**src/rtl/mips_mem_pkg.sv**
```systemverilog
// Shared encodings for the MEM-stage access unit: load/store types, FSM states
// and the alignment rule used to reject misaligned accesses.
package mips_mem_pkg;

  localparam logic [2:0] LT_LB  = 3'd0;
  localparam logic [2:0] LT_LBU = 3'd1;
  localparam logic [2:0] LT_LH  = 3'd2;
  localparam logic [2:0] LT_LHU = 3'd3;
  localparam logic [2:0] LT_LW  = 3'd4;

  localparam logic [1:0] ST_SB   = 2'd0;
  localparam logic [1:0] ST_SH   = 2'd1;
  localparam logic [1:0] ST_SW   = 2'd2;
  localparam logic [1:0] ST_RSVD = 2'd3;

  typedef enum logic [1:0] {
    S_IDLE = 2'd0,
    S_REQ  = 2'd1,
    S_DONE = 2'd2
  } state_t;

  // Stores are judged by storetype (reserved encoding always faults); loads by loadtype.
  function automatic logic misaligned(input logic       is_store,
                                      input logic [2:0] lt,
                                      input logic [1:0] st,
                                      input logic [1:0] a);
    logic bad;
    bad = 1'b0;
    if (is_store) begin
      case (st)
        ST_SB:   bad = 1'b0;
        ST_SH:   bad = a[0];
        ST_SW:   bad = |a;
        default: bad = 1'b1;
      endcase
    end else begin
      case (lt)
        LT_LH, LT_LHU: bad = a[0];
        LT_LW:         bad = |a;
        default:       bad = 1'b0;
      endcase
    end
    return bad;
  endfunction

endpackage

```
**src/rtl/store_align.sv**
```systemverilog
// Store lane steering: replicates store data across the word and selects the
// byte enables for the addressed lane(s).
module store_align
  import mips_mem_pkg::*;
(
  input  logic [1:0]  i_storetype,
  input  logic [1:0]  i_addr_low,
  input  logic [31:0] i_wdata,
  output logic [3:0]  o_be,
  output logic [31:0] o_wdata
);

  always_comb begin
    o_be    = 4'b0000;
    o_wdata = 32'h0;
    case (i_storetype)
      ST_SB: begin
        o_be    = 4'b0001 << i_addr_low;
        o_wdata = {4{i_wdata[7:0]}};
      end
      ST_SH: begin
        o_be    = i_addr_low[1] ? 4'b1100 : 4'b0011;
        o_wdata = {2{i_wdata[15:0]}};
      end
      ST_SW: begin
        o_be    = 4'b1111;
        o_wdata = i_wdata;
      end
      default: begin
        o_be    = 4'b0000;
        o_wdata = 32'h0;
      end
    endcase
  end

endmodule

```
**src/rtl/mem_access_unit.sv**
```systemverilog
// MEM-stage memory access unit: IDLE/REQ/DONE handshake with a word-addressed bus.
// Define MEM_TIMEOUT_EN to enable the ack watchdog (TIMEOUT_CYCLES) and bus_err.
module mem_access_unit
  import mips_mem_pkg::*;
#(
  parameter int unsigned TIMEOUT_CYCLES = 255
) (
  input  logic        clk,
  input  logic        rst,
  input  logic        mem_read,
  input  logic        mem_write,
  input  logic [2:0]  loadtype,
  input  logic [1:0]  storetype,
  input  logic [31:0] addr,
  input  logic [31:0] wdata,
  output logic        stall,
  output logic        data_valid,
  output logic [31:0] rdata_word,
  output logic [1:0]  addr_low,
  output logic [2:0]  loadtype_out,
  output logic        addr_err,
  output logic        bus_err,
  output logic        mem_req,
  output logic        mem_we,
  output logic [3:0]  mem_be,
  output logic [31:0] mem_addr,
  output logic [31:0] mem_wdata,
  input  logic        mem_ack,
  input  logic [31:0] mem_rdata
);

  if (TIMEOUT_CYCLES < 1) begin : g_bad_timeout
    $error("TIMEOUT_CYCLES must be at least 1");
  end

  state_t      r_state;
  state_t      w_next;
  logic        w_access;
  logic        w_misalign;
  logic        w_valid;
  logic        w_timeout;
  logic        w_done;
  logic [3:0]  w_st_be;
  logic [31:0] w_st_wdata;

  logic        r_mem_req;
  logic        r_mem_we;
  logic [3:0]  r_mem_be;
  logic [31:0] r_mem_addr;
  logic [31:0] r_mem_wdata;
  logic [31:0] r_rdata_word;
  logic [1:0]  r_addr_low;
  logic [2:0]  r_loadtype;
  logic        r_data_valid;
  logic        r_bus_err;

  store_align u_store_align (
    .i_storetype (storetype),
    .i_addr_low  (addr[1:0]),
    .i_wdata     (wdata),
    .o_be        (w_st_be),
    .o_wdata     (w_st_wdata)
  );

  assign w_access   = mem_read | mem_write;
  assign w_misalign = misaligned(mem_write, loadtype, storetype, addr[1:0]);
  assign w_valid    = (r_state == S_IDLE) && w_access && !w_misalign;
  assign addr_err   = (r_state == S_IDLE) && w_access && w_misalign;
  assign stall      = w_valid || (r_state == S_REQ);
  assign w_done     = (r_state == S_REQ) && (mem_ack || w_timeout);

`ifdef MEM_TIMEOUT_EN
  logic [31:0] r_tmo_cnt;

  // Counts REQ cycles without ack; cleared whenever the FSM is outside REQ.
  always_ff @(posedge clk or posedge rst) begin
    if (rst)
      r_tmo_cnt <= 32'd0;
    else if (r_state != S_REQ)
      r_tmo_cnt <= 32'd0;
    else if (!mem_ack)
      r_tmo_cnt <= r_tmo_cnt + 32'd1;
  end

  assign w_timeout = (r_state == S_REQ) && !mem_ack && (r_tmo_cnt == TIMEOUT_CYCLES - 1);
`else
  assign w_timeout = 1'b0;
`endif

  always_ff @(posedge clk or posedge rst) begin
    if (rst)
      r_state <= S_IDLE;
    else
      r_state <= w_next;
  end

  always_comb begin
    w_next = r_state;
    case (r_state)
      S_IDLE:  if (w_valid) w_next = S_REQ;
      S_REQ:   if (w_done) w_next = S_DONE;
      S_DONE:  w_next = S_IDLE;
      default: w_next = S_IDLE;
    endcase
  end

  // Request fields are captured once in IDLE and held untouched through REQ.
  always_ff @(posedge clk or posedge rst) begin
    if (rst) begin
      r_mem_req    <= 1'b0;
      r_mem_we     <= 1'b0;
      r_mem_be     <= 4'b0000;
      r_mem_addr   <= 32'h0;
      r_mem_wdata  <= 32'h0;
      r_rdata_word <= 32'h0;
      r_addr_low   <= 2'b00;
      r_loadtype   <= 3'd0;
      r_data_valid <= 1'b0;
      r_bus_err    <= 1'b0;
    end else begin
      r_data_valid <= 1'b0;
      r_bus_err    <= 1'b0;
      case (r_state)
        S_IDLE: begin
          if (w_valid) begin
            r_mem_req   <= 1'b1;
            r_mem_we    <= mem_write;
            r_mem_be    <= mem_write ? w_st_be : 4'b1111;
            r_mem_addr  <= {addr[31:2], 2'b00};
            r_mem_wdata <= mem_write ? w_st_wdata : 32'h0;
            r_addr_low  <= addr[1:0];
            r_loadtype  <= loadtype;
          end
        end
        S_REQ: begin
          if (mem_ack) begin
            r_mem_req <= 1'b0;
            if (!r_mem_we) begin
              r_rdata_word <= mem_rdata;
              r_data_valid <= 1'b1;
            end
          end else if (w_timeout) begin
            r_mem_req    <= 1'b0;
            r_bus_err    <= 1'b1;
            r_rdata_word <= 32'h0;
          end
        end
        default: ;
      endcase
    end
  end

  assign mem_req      = r_mem_req;
  assign mem_we       = r_mem_we;
  assign mem_be       = r_mem_be;
  assign mem_addr     = r_mem_addr;
  assign mem_wdata    = r_mem_wdata;
  assign rdata_word   = r_rdata_word;
  assign addr_low     = r_addr_low;
  assign loadtype_out = r_loadtype;
  assign data_valid   = r_data_valid;
  assign bus_err      = r_bus_err;

endmodule

```
**config.mk**
```make
export PLATFORM = sky130hd
export DESIGN_NAME = mem_access_unit
export DESIGN_NICKNAME = d
export VERILOG_FILES = /design/src/rtl/mips_mem_pkg.sv /design/src/rtl/store_align.sv /design/src/rtl/mem_access_unit.sv
export SDC_FILE = /design/constraint.sdc
export NUM_CORES = 1
export LEC_CHECK = 0
export BUFFER_PORTS_ARGS = -buffer_cell sky130_fd_sc_hd__clkbuf_2
export CAP_MARGIN = 30
export CORE_MARGIN = 1
export CORE_UTILIZATION = 40
export DETAILED_ROUTE_END_ITERATION = 16
export PLACE_DENSITY = 0.68
export SLEW_MARGIN = 20
export SYNTH_ARGS = -nofsm -noshare
export SYNTH_HDL_FRONTEND = slang
export SYNTH_HIERARCHICAL = 1
export SYNTH_SLANG_ARGS = --single-unit
```
**constraint.sdc**
```tcl
create_clock -name clk -period 3.6 [get_ports clk]
set_input_delay 0.36 -clock clk [delete_from_list [all_inputs] [get_ports clk]]
set_output_delay 0.36 -clock clk [all_outputs]
set_load 0.02 [all_outputs]
```
After elaboration in Yosys (flattened, before gate mapping). Index checks and enable logic that the tools add are counted.

Equal/unequal tests: 9. Shift operators: 1. Mux-type cells: 17. Bitwise operators: 2. Reduce and logical (&&, ||, !) cells: 15.

Operator list (count): case mux 32 bit (3 select lines) (1); 2-to-1 mux 32 bit (1); case mux 4 bit (3 select lines) (1); 2-to-1 mux 4 bit (2); equality test 3 x 2 -> 1 bit, second input constant (2); 2-to-1 mux 1 bit (6); != test 2 bit, second input constant (3); AND reduction 3 bit (2); equality test 2 x 1 -> 1 bit, second input constant (2); logical AND 1 bit (4); logical NOT 2 bit (2); 2-to-1 mux 2 bit (2); case mux 1 bit (2 select lines) (2); case mux 2 bit (2 select lines) (1); AND reduction 2 bit (2); OR reduction 2 bit (2); left shift 1 x 2 -> 4 bit, first input constant (1); equality test 3 bit, second input constant (1); case mux 1 bit (3 select lines) (1); equality test 2 bit, second input constant (1); nonzero test 2 bit (1); logical NOT 1 bit (1); logical OR 1 bit (1); inverter 1 bit (1); OR 1 bit (1).

Bits in registers: 108. Bits of input ports: 106. Output and inout port bits: 111. Logic and storage cells: 54.

Longest topological paths before layout. Gate-level depths: netlist (run 1).

Depth after elaboration: 8. Depth in mapped cells: 8.

Modules after synthesis. Netlist (run 1), hierarchy kept.

By module, submodules not included: mem_access_unit (instances 1, cells each 387, area an instance 4872.2 um^2, sequential area each 2702.6 um^2); store_align (instances 1, cells each 85, area an instance 484.2 um^2, sequential area each 0.0 um^2).

Worst setup path before layout (run 1). Ideal clock, no wire load.

Path type: input to output. Start point: in loadtype[0]. End point: out addr_err. Arrival time: 1.436 ns. Required time: 3.240 ns. Setup slack: 1.804 ns. Stages: 4. Buffers on the path: 0. Cells stage by stage: nor3b_1 -> a21o_1 -> a22oi_1 -> nor3_1.

Cells in the longest elaborated chain, start to end: 5. Elaborated cells on any way between the ends: 7.

Ends and longest elaborated chain: start: declaration (RTL line mem_access_unit.sv:12) `input logic [2:0] loadtype,`; equality test 3 x 2 -> 1 bit (RTL line mips_mem_pkg.sv:37) `case (lt)`; OR reduction 2 bit (RTL line mips_mem_pkg.sv:37); case mux 1 bit (2 select lines) (*) (RTL line mips_mem_pkg.sv:37); 2-to-1 mux 1 bit (*) (RTL line mips_mem_pkg.sv:29) `if (is_store) begin`; logical AND 1 bit (*) (RTL line mem_access_unit.sv:68) `assign addr_err = (r_state == S_IDLE) && w_access && w_misalign;`; end: declaration (RTL line mem_access_unit.sv:21) `output logic addr_err,`.

Every way passes the cells marked *; elsewhere a longest branch is shown, timed or not.

Final worst setup path (run 1).
Start point: in storetype[0]. End point: out stall.

Cells in the longest elaborated chain, start to end: 6. Elaborated cells on any way between the ends: 8.

Ends and longest elaborated chain: start: declaration (RTL line mem_access_unit.sv:13) `input logic [1:0] storetype,`; equality test 2 bit, or another cell as far along (RTL line mips_mem_pkg.sv:30) `case (st)`; case mux 1 bit (3 select lines) (*) (RTL line mips_mem_pkg.sv:30); 2-to-1 mux 1 bit (*) (RTL line mips_mem_pkg.sv:29); logical NOT 1 bit (*) (RTL line mem_access_unit.sv:67) `assign w_valid = (r_state == S_IDLE) && w_access && !w_misalign;`; logical AND 1 bit (*) (RTL line mem_access_unit.sv:67); logical OR 1 bit (*) (RTL line mem_access_unit.sv:69) `assign stall = w_valid || (r_state == S_REQ);`; end: declaration (RTL line mem_access_unit.sv:16) `output logic stall,`.

Marks and branches as above.

==> impl_results.md, run 1 <==
* Startpoint Class: input pin
* Fin crit share at 67.8%
* # H-tree levels at 3
* Grt ovf at 0
* # diodes at 0
* Final Net Count at 774
* Endpoint class of the critical path: primary output
* Final Critical Period at 2440 ps
* Setup_tns at 0 ps
* Syn_area_per_cell at 11.3 µm²
* DR WL/cell at 16.8 µm
* Critical Path AT at 2080 ps
* Peak supply drop at 0.445 mV
* # setup viols final at 0
* Static Leak at 3.38 nW
* Post-cts resize count at 0
* FP Rows at 41
* Outcome: finished clean
* Core area at 12800 µm²
* Drt first pass iters at 5
* Synthesized flop and latch total at 108
* Hold slack at 101 ps
* Avg Vias per Cell at 5.25
* Post-CTS Setup Bufs at 0
* Final hold viol count at 0
* Root buffer cell: clkbuf_16
* Vias in the first global route at 4521
* PwrDens at 909 nW/µm²
* Critical path class: input pin to primary output
* Slew Limit Headroom at 53.4%
* Die area at 13900 µm²
* Delay-heaviest family, CP: buffers and inverters
* Io pins at 217
* Clock transition at path regs at 70 ps
* Dpl hpwl at 10200 µm
* Buf/Inv on CP at 3
* Final ANT Viol Nets at 0
* Slew Viols, Final at 0
* Placed insts at 829
* Mapped cell area at 5360 µm²
* Most frequent cells in the layout: clkbuf_2, dfrtp_1, o21ai_0
* Critical Path RT at 3240 ps
* Clock Tree Buf Depth at 2
* Detailed-route via count at 4433
* Initial DRC count at 357
* First-pass GRT wire length at 23000 µm
* Crit Path Max Fanout at 37
* Area growth, synth to finish at 27.9%
* DIE HEIGHT at 118 µm
* Critical path cell sequence: clkbuf_2, a21oi_2, buf_4, or2_2, a221oi_1, nor2_1, clkbuf_2
* YS warnings at 6
* Distinct cells, synth at 39
* Commonest non-fill, non-tap cell in the layout: clkbuf_2
* Maximum clock frequency at 0.410 GHz
* CP peak stage delay at 390 ps
* Seq/Total Area, Yosys at 50.5%
* Worst-margin pin slew at 698 ps
* Worst min path class: input pin to asynchronous set/reset pin
* Cell count after synthesis at 472
* Slowest stage cell, crit path: clkbuf_2
* Post-Layout Cell Count at 845
* RePlAce Congestion at 0.862
* DRC errors left at 0
* Setup Skew at 6.28 ps
* Num CTS Buffers at 9
* Pin count of the biggest net entering global routing at 55
* CTS tree: yes
* RSZ-0062 raised after global routing: false
* Layout cells sized above 1 at 47.0%
* # clock sinks at 108
* Cts hold-fix bufs at 0
* CP dominant cell by count: clkbuf_2
* Routed Wire Length at 14200 µm
* I/O Buffers at 213
* Die width at 118 µm
* Worst-skew pair later-pin latency at 350 ps
* Max Cap Violations at 0
* Tot GR Track Use at 21.0%
* Initial antenna violation count at 0
* Starting Density at 41.8%
==> layer usage <==
layer	up-vias	share of wire, %	track usage (%)
met4	0	1.6	7.77
met1	2132	42	26.5
li1	2075	-	-
met3	19	8.2	5.91
met5	-	0	0
met2	207	48	34.1
==> sequential cells by signal (all words and copies together), names as in the netlist <==
name and cells:
mem_wdata 32, r_state 2, data_valid 1, mem_addr 30
addr_low 2, mem_req 1, mem_be 4, loadtype_out 3
mem_we 1, rdata_word 32
==> report_power, final <==
group,internal [mW],switching (mW)
registers,1.81,0.423
logic,1.21,1.60
clock network,0.694,0.490
==> final cells by class <==
type | count | area (µm²)
clock buffer | 9 | 225
clock inverter | 7 | 130
fill | 1181 | 5980
inverter | 35 | 134
multi-input combinational | 290 | 2290
sequential | 108 | 2700
tap | 172 | 215
timing repair buffer | 224 | 1150
==> metrics by stage <==
step	worst slack, ps	total power, mW	utilization (%)	area (µm²)
5_1_grt	1000	6.59	53.4	6850
3_3_place_gp	1210	5.01	50.6	6490
3_5_place_dp	1150	5.08	50.6	6490
4_1_cts	1150	6.29	53.4	6850
6_report	1160	6.22	53.4	6850
2_1_floorplan	394	4.14	-	5360
==> synthesized netlist by cell type <==
cell | n | area (µm²)
a22o_1 | 32 | 280
a211oi_1 | 2 | 15.0
buf_6 | 2 | 22.5
nand2b_1 | 2 | 12.5
buf_12 | 3 | 60.1
a21oi_1 | 23 | 115
or2_1 | 1 | 6.26
nor2_1 | 7 | 26.3
buf_4 | 3 | 22.5
nor3_1 | 7 | 35.0
o21ai_1 | 7 | 35.0
or2_2 | 1 | 6.26
a22oi_1 | 1 | 7.51
nor3_2 | 1 | 10.0
nor2_4 | 1 | 11.3
o21ai_0 | 52 | 260
o21a_1 | 2 | 15.0
a21o_1 | 9 | 67.6
clkbuf_2 | 1 | 5.00
and2b_1 | 1 | 7.51
mux2_4 | 29 | 435
nand2_1 | 12 | 45.0
dfrtp_1 | 108 | 2700
mux2i_1 | 1 | 10.0
buf_2 | 11 | 55.1
clkbuf_1 | 19 | 71.3
o22ai_4 | 1 | 20.0
buf_8 | 1 | 15.0
mux2_2 | 38 | 428
o211ai_1 | 32 | 240
a2bb2oi_1 | 4 | 35.0
and3b_2 | 1 | 10.0
a221oi_1 | 1 | 8.76
buf_1 | 1 | 3.75
and2_1 | 8 | 50.1
nor2b_1 | 10 | 62.6
inv_1 | 35 | 131
conb_1 | 1 | 3.75
nor3b_1 | 1 | 7.51
==> worst reg2reg max path, stage by stage (launching register included) <==
cell and delay (ps):
dfrtp_1 540, nor2_4 160, nand2_1 110, o22ai_4 150
buf_4 560, mux2_2 430
==> worst paths after layout <==
path	end	cells past startpoint	startpoint	slack, ps
worst min-delay path	rdata_word[17]	2	rst	100
worst max register to register	mem_addr[5]	5	r_state[1]	1550
max in group asynchronous	rdata_word[3]	3	rst	2630
worst max-delay path	stall	7	storetype[0]	1160
min in group clk	r_state[0]	2	mem_ack	200
worst min register to register	rdata_word[22]	1	rdata_word[22]	510
==> cells by family (layout without fill, tap and decap cells) <==
kind of cell / count (synthesis) / after routing / synth area share (%)
compound gates: 166 / 166 / 20.5
other cells: 1 / 3 / 0.0700
simple gates: 53 / 53 / 5.42
flops: 108 / 108 / 50.5
mux: 68 / 68 / 16.3
buf+inv: 76 / 275 / 7.22
Power figures use the tool's default switching activity.
==> run 2, diff against run 1 <==
--- a/config.mk
+++ b/config.mk
@@ -5,12 +5,13 @@
 export SDC_FILE = /design/constraint.sdc
 export NUM_CORES = 1
 export LEC_CHECK = 0
+export ABC_AREA = 1
 export BUFFER_PORTS_ARGS = -buffer_cell sky130_fd_sc_hd__clkbuf_2
 export CAP_MARGIN = 30
 export CORE_MARGIN = 1
 export CORE_UTILIZATION = 40
 export DETAILED_ROUTE_END_ITERATION = 16
-export PLACE_DENSITY = 0.68
+export PLACE_DENSITY = 0.69
 export SLEW_MARGIN = 20
 export SYNTH_ARGS = -nofsm -noshare
 export SYNTH_HDL_FRONTEND = slang
==> constraint.sdc (replaced) <==
create_clock -name clk -period 2.5 [get_ports clk]
set_input_delay 0.25 -clock clk [delete_from_list [all_inputs] [get_ports clk]]
set_output_delay 0.25 -clock clk [all_outputs]
set_load 0.02 [all_outputs]
==> impl_results.md, run 2 <==
* Outcome: finished clean (unchanged)
* Synth top area share at 51.9% (was 50.5%)
* Area growth, synth to finish at 28.5% (was 27.9%)
* Final Critical Period at 2010 ps
* Worst-skew pair later-pin latency at 350 ps (about the same)
* Adder-cell share of the synthesized area at 0% (unchanged)
* Initial DRC count at 307 (was 357)
* Max Cap Violations at 0 (unchanged)
* # clock sinks at 108 (unchanged)
* Most frequent cells after synthesis: nand2_1, dfrtp_1, nand4_1 (was dfrtp_1, o21ai_0, mux2_2)
* Synthesized flop and latch total at 108 (unchanged)
* Clock Tree Buf Depth at 2 (unchanged)
* Root buffer cell: clkbuf_16 (unchanged)
* EDFF count, synth at 0 (unchanged)
* Die area at 13500 µm² (was 13900 µm²)
* DRC errors left at 0 (unchanged)
* Fin crit share at 80.2%
* RePlAce Congestion at 0.881 (was 0.862)
* Layout cells sized above 1 at 29.8% (was 47.0%)
* Vias in the first global route at 4635 (was 4521)
* Distinct cells, synth at 19 (was 39)
* Core area at 12700 µm² (was 12800 µm²)
* Cell taking the most area after synthesis: dfrtp_1 (unchanged)
* Primary FF master, synth: dfrtp_1 (unchanged)
* Endpoint class of the critical path: primary output (unchanged)
* Setup_tns at 0 ps (unchanged)
* Peak supply drop at 0.428 mV (was 0.445 mV)
* M1 GR Usage at 27.9% (was 26.5%)
* Avg Vias per Cell at 4.90 (was 5.25)
* Final hold viol count at 0 (unchanged)
* Routed Wire Length at 14500 µm (was 14200 µm)
* CTS tree: yes (unchanged)
* Placed insts at 1022 (was 829)
* Static Leak at 4.09 nW (was 3.38 nW)
* Synth area leaders: dfrtp_1, nand2_1, nand4_1 (was dfrtp_1, mux2_4, mux2_2)
* Maximum clock frequency at 0.499 GHz
* Worst min path class: input pin to flop (was input pin to asynchronous set/reset pin)
* Syn_area_per_cell at 7.77 µm² (was 11.3 µm²)
* RSZ-0062 raised after global routing: false (unchanged)
* Top Usage Layer GRT: met2 (unchanged)
* # H-tree levels at 3 (unchanged)
* Final ANT Viol Nets at 0 (unchanged)
* Main combinational cell family by area after synthesis: simple AND/OR/NAND/NOR gates (was compound AO/OA/AOI/OAI gates)
* Starting Density at 41.1% (was 41.8%)
* Commonest non-fill, non-tap cell in the layout: nand2_1 (was clkbuf_2)
* Mapped cell area at 5210 µm² (was 5360 µm²)
* First-pass GRT wire length at 22700 µm (was 23000 µm)
* Num CTS Buffers at 9 (unchanged)
* Met3 Track Usage GR at 6.43% (was 5.91%)
* Most frequent cells in the layout: nand2_1, clkbuf_2, dfrtp_1 (was clkbuf_2, dfrtp_1, o21ai_0)
* Grt ovf at 0 (unchanged)
* I/O Buffers at 213 (unchanged)
* Setup Skew at 12.1 ps (was 6.28 ps)
* Clock transition at path regs at 80 ps (was 70 ps)
* Slew Viols, Final at 0 (unchanged)
* Crit Path Max Fanout at 21 (was 37)
* Mux share of post-synthesis cell area at 0% (was 16.3%)
* Critical path class: flop to primary output (was input pin to primary output)
* Most frequent cell after synthesis: nand2_1 (was dfrtp_1)
* Post-cts resize count at 0 (unchanged)
* Tot GR Track Use at 21.9% (was 21.0%)
* Synth Area in XOR/XNOR at 0% (unchanged)
* Drt first pass iters at 4 (was 5)
* Io pins at 217 (unchanged)
* Worst slack at placement at 787 ps (was 1150 ps)
* Slew Limit Headroom at 55.1% (was 53.4%)
* Post-Layout Cell Count at 1039 (was 845)
* Critical Path RT at 2250 ps (was 3240 ps)
* Seq/Total Area, Yosys at 51.9% (was 50.5%)
* Critical Path AT at 1760 ps (was 2080 ps)
* Final worst slack at 494 ps (was 1160 ps)
* Initial antenna violation count at 0 (unchanged)
* GRT met2 Usage at 35.4% (was 34.1%)
* Final Net Count at 968 (was 774)
* Pin count of the biggest net entering global routing at 54 (was 55)
* PwrDens at 1160 nW/µm² (was 909 nW/µm²)
* Detailed-route via count at 5087 (was 4433)
* Startpoint Class: flop (was input pin)
* Worst-margin pin slew at 672 ps (was 698 ps)
* Die width at 116 µm (was 118 µm)
* # diodes at 0 (unchanged)
* # setup viols final at 0 (unchanged)
* Dpl hpwl at 10700 µm (was 10200 µm)
* Post-synthesis async set-or-reset flop share at 100% (unchanged)
* Compound-Gate Fraction of Synth Area at 1.30% (was 20.5%)
* Simple-gate share of the synthesized area at 37.1% (was 5.42%)
* FP Rows at 41 (unchanged)
* Cell count after synthesis at 670 (was 472)
* DR WL/cell at 13.9 µm (was 16.8 µm)
* DIE HEIGHT at 116 µm (was 118 µm)
* Layout fillers at 1269 (was 1181)
* YS warnings at 6 (unchanged)
run 2: cell count changes after synthesis, sizes merged, moves of 9 or more:
cell	previous run	this run
mux2	67	0
a22o	32	0
nand2	12	297
inv	35	53
buf	21	46
o211ai	32	0
o21ai	59	12
clkbuf	20	6
nor2b	10	0
a21o	9	0
nand3	0	51
a21oi	23	0
nand4	0	72
run 2: layout make-up:
| type | instances | area, µm² | share of cell area (%) |
|---|---|---|---|
| Inverter | 53 | 203 | 3.03 |
| Timing Repair Buffer | 231 | 1220 | 18.2 |
| Sequential cell | 108 | 2700 | 40.4 |
| Clock inverter | 7 | 97.6 | 1.46 |
| Multi-Input combinational cell | 459 | 2030 | 30.4 |
| Tap cell | 172 | 215 | 3.22 |
| Clock buffer | 9 | 225 | 3.37 |
run 2: repair_timing:
action,4_1_cts,5_1_grt
buffers inserted,0,0
hold buffers,1,0
hold endpoints to repair,7,0
run 2: cell families after synthesis:
group	count (synthesis)
DFF	108
AOI/OAI and AO/OA	13
and+or+nand+nor	443
other	1
buffers and inverters	105
run 2: where the power goes:
| group | total [mW] | switching, mW | leakage, nW | internal [mW] |
|---|---|---|---|---|
| Combinational | 3.26 | 2.24 | 2.56 | 1.02 |
| Clock | 1.56 | 0.670 | 0.158 | 0.886 |
| Sequential | 2.91 | 0.415 | 1.37 | 2.49 |
| Total | 7.73 | 3.33 | 4.09 | 4.40 |
run 2: worst paths after layout:
check,start,to,slack (ps),depth (start not counted)
max,r_state[0],addr_err,490,4
min,mem_rdata[13],rdata_word[13],90,3
max reg2reg,r_state[0],mem_addr[3],940,4
min reg2reg,mem_wdata[24],mem_wdata[24],470,2
max in group asynchronous,rst,mem_addr[16],1330,4
min in group asynchronous,rst,mem_be[2],540,3
run 2: per-stage QoR:
| stage | power [mW] | instance area [µm²] | utilization (%) | hold WS, ps |
|---|---|---|---|---|
| 2_1_floorplan | 5.04 | 5220 | - | 358 |
| 3_3_place_gp | 6.18 | 6360 | 50.2 | 375 |
| 3_5_place_dp | 6.24 | 6360 | 50.2 | 377 |
| 4_1_cts | 7.81 | 6690 | 52.8 | 80.8 |
| 5_1_grt | 8.29 | 6690 | 52.8 | 97.3 |
| 6_report | 7.73 | 6690 | 52.8 | 94.9 |
run 2: critical path, stage by stage (launching register included):
cell,delay [ps]
dfrtp_1,410
nor3_4,240
buf_4,290
a21boi_0,240
clkbuf_2,210
run 2: per-layer routing:
| metal | up-vias | share of wire [%] |
|---|---|---|
| li1 | 2522 | - |
| met1 | 2330 | 43 |
| met2 | 218 | 46 |
| met3 | 17 | 9.5 |
| met4 | 0 | 1.4 |
| met5 | - | 0 |
